File: src/rtl/uart_alu_ctrl.sv
// Packet controller between the uart_rx and uart_tx byte streams. It parses
// framed command packets, then runs a 32-bit ADD/XOR accumulation, echoes the
// payload, or discards a malformed packet.
module uart_alu_ctrl #(
    parameter logic [7:0] ECHO_OP = 8'hEC,
    parameter logic [7:0] ADD_OP  = 8'hA1,
    parameter logic [7:0] XOR_OP  = 8'hB2
) (
    input  logic       clk,
    input  logic       rst,
    input  logic [7:0] s_axis_tdata,
    input  logic       s_axis_tvalid,
    output logic       s_axis_tready,
    output logic [7:0] m_axis_tdata,
    output logic       m_axis_tvalid,
    input  logic       m_axis_tready,
    output logic       busy,
    output logic       err_o,
    output logic       done_o
);

    typedef enum logic [2:0] {
        StIdle,
        StHdr1,
        StLenLo,
        StLenHi,
        StAccum,
        StResult,
        StEcho,
        StDrain
    } state_e;

    state_e      state_q;
    logic [7:0]  op_q;
    logic [7:0]  len_lo_q;
    logic [15:0] rem_q;
    logic [31:0] acc_q;
    logic [23:0] sreg_q;
    logic [1:0]  idx_q;
    logic [7:0]  m_tdata_q;
    logic        m_tvalid_q;
    logic        err_q;
    logic        done_q;

    logic        s_hs;
    logic        m_hs;
    logic [15:0] len_w;
    logic [15:0] rem_w;
    logic        op_is_alu;
    logic        len_ok;
    logic [31:0] word_w;
    logic [31:0] acc_upd_w;
    logic [1:0]  idx_inc_w;
    logic [7:0]  res_byte_w;

    assign s_hs       = s_axis_tvalid && s_axis_tready;
    assign m_hs       = m_tvalid_q && m_axis_tready;
    // LEN is complete only in the cycle its high byte is on the bus
    assign len_w      = {s_axis_tdata, len_lo_q};
    assign rem_w      = (len_w < 16'd4) ? 16'd0 : (len_w - 16'd4);
    assign op_is_alu  = (op_q == ADD_OP) || (op_q == XOR_OP);
    assign len_ok     = (len_w >= 16'd8) && (len_w[1:0] == 2'b00);
    // Fourth byte of an operand is the MSB; the lower three sit in sreg_q
    assign word_w     = {s_axis_tdata, sreg_q};
    assign acc_upd_w  = (op_q == ADD_OP) ? (acc_q + word_w) : (acc_q ^ word_w);
    assign idx_inc_w  = idx_q + 2'd1;
    assign res_byte_w = acc_q[{idx_inc_w, 3'b000} +: 8];

    assign m_axis_tdata  = m_tdata_q;
    assign m_axis_tvalid = m_tvalid_q;
    assign err_o         = err_q;
    assign done_o        = done_q;
    assign busy          = (state_q != StIdle);

    // Input-side ready: echo only takes a byte when the output slot frees up
    // and payload remains, so the next packet's opcode is never swallowed.
    always_comb begin
        s_axis_tready = 1'b0;
        if (!rst) begin
            case (state_q)
                StIdle, StHdr1, StLenLo, StLenHi, StAccum, StDrain: s_axis_tready = 1'b1;
                StEcho:  s_axis_tready = (rem_q != 16'd0) && (!m_tvalid_q || m_axis_tready);
                default: s_axis_tready = 1'b0;
            endcase
        end
    end

    // Packet FSM with registered datapath and outputs
    always_ff @(posedge clk) begin
        if (rst) begin
            state_q    <= StIdle;
            op_q       <= 8'd0;
            len_lo_q   <= 8'd0;
            rem_q      <= 16'd0;
            acc_q      <= 32'd0;
            sreg_q     <= 24'd0;
            idx_q      <= 2'd0;
            m_tdata_q  <= 8'd0;
            m_tvalid_q <= 1'b0;
            err_q      <= 1'b0;
            done_q     <= 1'b0;
        end else begin
            err_q  <= 1'b0;
            done_q <= 1'b0;
            case (state_q)
                StIdle: begin
                    if (s_hs) begin
                        op_q    <= s_axis_tdata;
                        state_q <= StHdr1;
                    end
                end
                StHdr1: begin
                    if (s_hs) state_q <= StLenLo;
                end
                StLenLo: begin
                    if (s_hs) begin
                        len_lo_q <= s_axis_tdata;
                        state_q  <= StLenHi;
                    end
                end
                StLenHi: begin
                    if (s_hs) begin
                        rem_q <= rem_w;
                        if (len_w < 16'd4) begin
                            err_q   <= 1'b1;
                            state_q <= StIdle;
                        end else if (op_q == ECHO_OP) begin
                            if (rem_w == 16'd0) begin
                                done_q  <= 1'b1;
                                state_q <= StIdle;
                            end else begin
                                state_q <= StEcho;
                            end
                        end else if (op_is_alu && len_ok) begin
                            acc_q   <= 32'd0;
                            idx_q   <= 2'd0;
                            state_q <= StAccum;
                        end else begin
                            err_q   <= 1'b1;
                            state_q <= (rem_w == 16'd0) ? StIdle : StDrain;
                        end
                    end
                end
                StAccum: begin
                    if (s_hs) begin
                        rem_q <= rem_q - 16'd1;
                        idx_q <= idx_inc_w;
                        if (idx_q == 2'd3) begin
                            acc_q <= acc_upd_w;
                        end else begin
                            sreg_q <= {s_axis_tdata, sreg_q[23:8]};
                        end
                        // Length check guarantees the last byte closes an operand
                        if (rem_q == 16'd1) begin
                            m_tdata_q  <= acc_upd_w[7:0];
                            m_tvalid_q <= 1'b1;
                            state_q    <= StResult;
                        end
                    end
                end
                StResult: begin
                    if (m_hs) begin
                        if (idx_q == 2'd3) begin
                            m_tvalid_q <= 1'b0;
                            done_q     <= 1'b1;
                            state_q    <= StIdle;
                        end else begin
                            m_tdata_q <= res_byte_w;
                            idx_q     <= idx_inc_w;
                        end
                    end
                end
                StEcho: begin
                    if (s_hs) begin
                        m_tdata_q  <= s_axis_tdata;
                        m_tvalid_q <= 1'b1;
                        rem_q      <= rem_q - 16'd1;
                    end else if (m_hs) begin
                        m_tvalid_q <= 1'b0;
                        if (rem_q == 16'd0) begin
                            done_q  <= 1'b1;
                            state_q <= StIdle;
                        end
                    end
                end
                StDrain: begin
                    if (s_hs) begin
                        rem_q <= rem_q - 16'd1;
                        if (rem_q == 16'd1) state_q <= StIdle;
                    end
                end
                default: state_q <= StIdle;
            endcase
        end
    end

endmodule

File: config.mk
export PLATFORM = sky130hd
export DESIGN_NAME = uart_alu_ctrl
export DESIGN_NICKNAME = d
export VERILOG_FILES = /design/src/rtl/uart_alu_ctrl.sv
export SDC_FILE = /design/constraint.sdc
export NUM_CORES = 1
export LEC_CHECK = 0
export CAP_MARGIN = 20
export CORE_ASPECT_RATIO = 1.75
export CORE_MARGIN = 1.5
export CORE_UTILIZATION = 60
export DETAILED_ROUTE_END_ITERATION = 10
export HOLD_SLACK_MARGIN = 0.15
export PLACE_DENSITY = 0.79
export SLEW_MARGIN = 20
export SYNTH_ARGS = -nofsm -noshare
export SYNTH_HDL_FRONTEND = slang
export SYNTH_SLANG_ARGS = --single-unit
File: constraint.sdc
create_clock -name clk -period 7.8 [get_ports clk]
set_input_delay 2.34 -clock clk [delete_from_list [all_inputs] [get_ports clk]]
set_output_delay 2.34 -clock clk [all_outputs]
set_load 0.005 [all_outputs]
Word level (Yosys, flattened, before mapping). Cells that the tools add are included.

Output and inout port bits: 13. Register bits: 104. Input bits: 12.

Shift-type cells: 1. Muxes and demuxes: 67. Magnitude comparators: 2. Eq/ne operators: 33. Add/sub/neg operators: 4. Bitwise operators: 4. Reduce and logical (&&, ||, !) cells: 30.

Operator list (count): $mux 32 (7); $pmux 32 s2 (1); $mux 3 (18); $mux 16 (3); $mux 8 (5); $ne 2x2->1 const B (19); $add 32x32->32 (1); $logic_not 16->1 (2); $pmux 16 s2 (1); $shiftx 32x6->8 (1); $xor 32x32->32 (1); $eq 8x8->1 const B (3); $pmux 3 s8 (1); $pmux 8 s3 (1); $mux 1 (19); $eq 16x1->1 const B (1); $ge 16x4->1 const B (1); $lt 16x3->1 const B (1); $reduce_bool 16->1 (1); $sub 16x1->16 const B (1); $sub 16x3->16 const B (1); $mux 2 (7); $reduce_and 13->1 (1); $eq 3x3->1 const B (4); other kinds (24) (40).

Depth between registers and ports, before layout.
Depth in word-level cells: 9. Gate-level depth with buffers: 11. Mapped depth without buffers: 11.

Least setup slack after synthesis. Ideal clock, no wire load.

Path type: input port to output port. From: in rst. To: out s_axis_tready. Required time: 5.460 ns. Slack: 2.214 ns. Arrival time: 3.246 ns. Stages on the path: 4. Buffers on the path: 3. Cell sequence: clkbuf_1 clkbuf_1 clkbuf_1 nor2_1.

Cells in the longest elaborated chain, start to end: 1.

RTL lines: start, declared (line 10) `input logic rst,`; $mux 1 (line 79) `if (!rst) begin`; end, declared (line 13) `output logic s_axis_tready,`.

No other way between the ends.

Worst setup path in the final report.
From: in m_axis_tready. To: out s_axis_tready.

Cells in the longest elaborated chain, start to end: 4.

RTL lines: start, declared (line 16) `input logic m_axis_tready,`; $logic_or 1x1->1 (line 82) `StEcho: s_axis_tready = (rem_q != 16'd0) && (!m_tvalid_q || m_axis_tready);`; $logic_and 1x1->1 (line 82); $pmux 1 s2 (line 80) `case (state_q)`; $mux 1 (line 79).

No other way between the ends.

==> flow_metrics.env <==
export IMPL_status="finished clean"
export IMPL_dieArea_mm2=0.0122
export IMPL_clk_latency_ns=0.35
export IMPL_rr_endpoint="acc_q[31]"
export IMPL_die_y_um=145
export IMPL_fmax_mhz=159
export IMPL_ys_seq_elements=104
export IMPL_core_area_mm2=0.0112
export IMPL_fin_cells=1022
export IMPL_min_to="sreg_q[0]"
export IMPL_final_max_slew_violation_count=0
export IMPL_setup_viol=0
export IMPL_cts_htree_levels=3
export IMPL_drc=0
export IMPL_grt_usage=0.346
export IMPL_syn2layout_area_growth_pct=7.51
export IMPL_viasPerCell=6.68
export IMPL_cts_resized=0
export IMPL_start_util=0.619
export IMPL_hold_depth=2
export IMPL_yosysMostFrequentCell="nand2_1"
export IMPL_relSlewSlack=0.342
export IMPL_synth_top_area_share=0.301
export IMPL_ys_warn_count=0
export IMPL_io_buffers=24
export IMPL_layout_nets=935
export IMPL_hold_start="sreg_q[0]"
export IMPL_via_count=6824
export IMPL_finalSetupTns_ns=0
export IMPL_cts_inserted_buffers=9
export IMPL_power_density_mw_per_mm2=158
export IMPL_ys_top_cells_by_count="nand2_1, dfxtp_1, nor2_1, a21oi_1, o21ai_0"
export IMPL_antenna_left=0
export IMPL_rrSetupSlack_ns=4.43
export IMPL_r2r_cells=6
export IMPL_die_width_um=84.1
export IMPL_cp_arrival_ns=3.96
export IMPL_fillCellCount=978
export IMPL_cts_tree="done"
export IMPL_grt_max_degree=67
export IMPL_finalHoldViolCount=0
export IMPL_first_global_vias=6873
export IMPL_antenna_found_initial=0
export IMPL_final_setup_skew_ns=0.00823
export IMPL_layout_setup_ws_ns=1.50
export IMPL_cts_setup_buffers=0
export IMPL_dpl_hpwl_um=15900
export IMPL_antennaDiodeCount=0
export IMPL_cts_root_buffer="clkbuf_16"
export IMPL_clock_sinks=104
export IMPL_cp_end_kind="output port"
export IMPL_clockBufferDepth=2
export IMPL_holdCritPathClass="register to register"
export IMPL_synthArstFlopShare=0
export IMPL_timing_rr_start="state_q[0]"
export IMPL_ir_drop_mv=0.137
export IMPL_crit_slowest_cell="clkdlybuf4s50_1"
export IMPL_crit_chain="clkdlybuf4s50_1 -> inv_1 -> a32oi_1 -> a21oi_1 -> nor2_1 -> clkdlybuf4s50_1"
export IMPL_yosys_area_top_type="dfxtp_1"
export IMPL_dp_slack_ns=1.50
export IMPL_synth_seq_area_share=0.301
export IMPL_cts_clk_slew_worst_paths_ns=0.07
export IMPL_rows=51
export IMPL_cts_hold_buf=0
export IMPL_wl_per_cell_um=20.6
export IMPL_slowest_delay_ns=0.53
export IMPL_drt_total_wl_um=21000
export IMPL_finalCritPeriodShare=0.808
export IMPL_netlist_instances=899
export IMPL_period_minus_slack_ns=6.30
export IMPL_rsz0062_at_grt="false"
export IMPL_synth_edff_count=0
export IMPL_grt_overflow=0
export IMPL_syn_mean_instance_area_um2=7.69
export IMPL_synth_ff_type="dfxtp_1"
export IMPL_drive_gt1_frac=0.0539
export IMPL_grt_pass1_wl_um=33800
export IMPL_place_inst=1006
export IMPL_worst_path_max_fanout=4
export IMPL_synthTopCellsByArea="dfxtp_1, ha_1, nand2_1"
export IMPL_maxCapViolations=0
export IMPL_synthDistinctLibCells=70
export IMPL_worstPathRequired_ns=5.46
export IMPL_crit_type="input pin to output port"
export IMPL_syn_nets=949
export IMPL_boundaryPins=25
export IMPL_gp_congestion=0.932
export IMPL_synthesis_area_mm2=0.00691
export IMPL_worstMarginPinSlew_ns=0.986
export IMPL_drt_iter0_markers=439
export IMPL_p_leak_nw=2.80
export IMPL_first_pass_iters=7
export IMPL_path_common_cell="clkdlybuf4s50_1"
export IMPL_start_kind="input pin"
## kinds of logic after synthesis
group | after synthesis | synth area share
multiplexers | 28 | 0.0550
AO/OA/AOI/OAI | 270 | 0.248
flip-flops | 104 | 0.301
adder cells (fa/ha/maj) | 38 | 0.0699
XOR/XNOR | 35 | 0.0444
buffers and inverters | 74 | 0.0420
AND/OR/NAND/NOR | 350 | 0.239
## routing by layer
metal / wire (um) / global-route usage
met4: 1710 / 0.270
met2: 11000 / 0.628
met5: 0 / 0
met3: 1100 / 0.0478
met1: 7220 / 0.343
## where the power goes
part / internal [mW] / total [mW] / switching, mW
combinational: 0.0613 / 0.180 / 0.119
clock: 0.220 / 0.437 / 0.217
sequential: 0.541 / 0.558 / 0.0171
total: 0.822 / 1.18 / 0.353
## critical path: cells and delay by family
family / cells / cell delay, ns
buf+inv: 3 / 1.13
compound gates: 2 / 0.37
simple gates: 1 / 0.14
## sequential cells by signal (all words and copies together), names as in the netlist
signal / count
m_axis_tdata: 8
idx_q: 2
done_o: 1
state_q: 3
sreg_q: 24
len_lo_q: 8
m_axis_tvalid: 1
acc_q: 32
rem_q: 16
err_o: 1
op_q: 8
## worst max-delay path by stage
stage	startpoint	endpoint	slack, ns	cells after the start
floorplan	rst	s_axis_tready	2.21	4
global placement	m_axis_tready	s_axis_tready	1.55	6
detailed placement	m_axis_tready	s_axis_tready	1.50	6
CTS	m_axis_tready	s_axis_tready	1.49	6
global route	m_axis_tready	s_axis_tready	1.38	6
finish	m_axis_tready	s_axis_tready	1.50	6
## layout make-up
type,instances,area (um^2),share of cell area
multi-input combinational,721,4550,0.612
inverter,19,71.3,0.00960
clock inverter,7,56.3,0.00758
tap,132,165,0.0222
sequential,104,2080,0.280
clock buffer,9,225,0.0303
timing repair buffer,30,280,0.0377
## per-stage QoR
step	utilization	instance area (um^2)	total power, mW	hold slack [ns]
after global routing	0.665	7430	1.22	0.476
after floorplan	-	6910	0.693	0.436
final	0.665	7430	1.18	0.462
after global placement	0.640	7150	0.740	0.442
after CTS	0.665	7430	1.17	0.462
after detailed placement	0.640	7150	0.745	0.453
## layout by cell type (no fill, tap or decap), types with 6 or more instances in the layout
cell type        count
mux2i_1             20
nor2_1              94
a22oi_1             12
o21ai_0             58
nand2_1            118
xnor2_1             24
nor4_1               7
clkbuf_16            9
nor2b_1             12
nor3_1              35
buf_4                6
inv_1               19
nand4_1              9
o22ai_1             13
a21o_1              20
o31ai_1              6
or3_1               15
a211oi_1            15
clkdlybuf4s50_1     23
nand3_1             14
nand2b_1            10
xor2_1              11
a22o_1               8
mux4_2               8
a21oi_1             85
ha_1                37
dfxtp_1            104
Power figures use the tool's default switching activity.
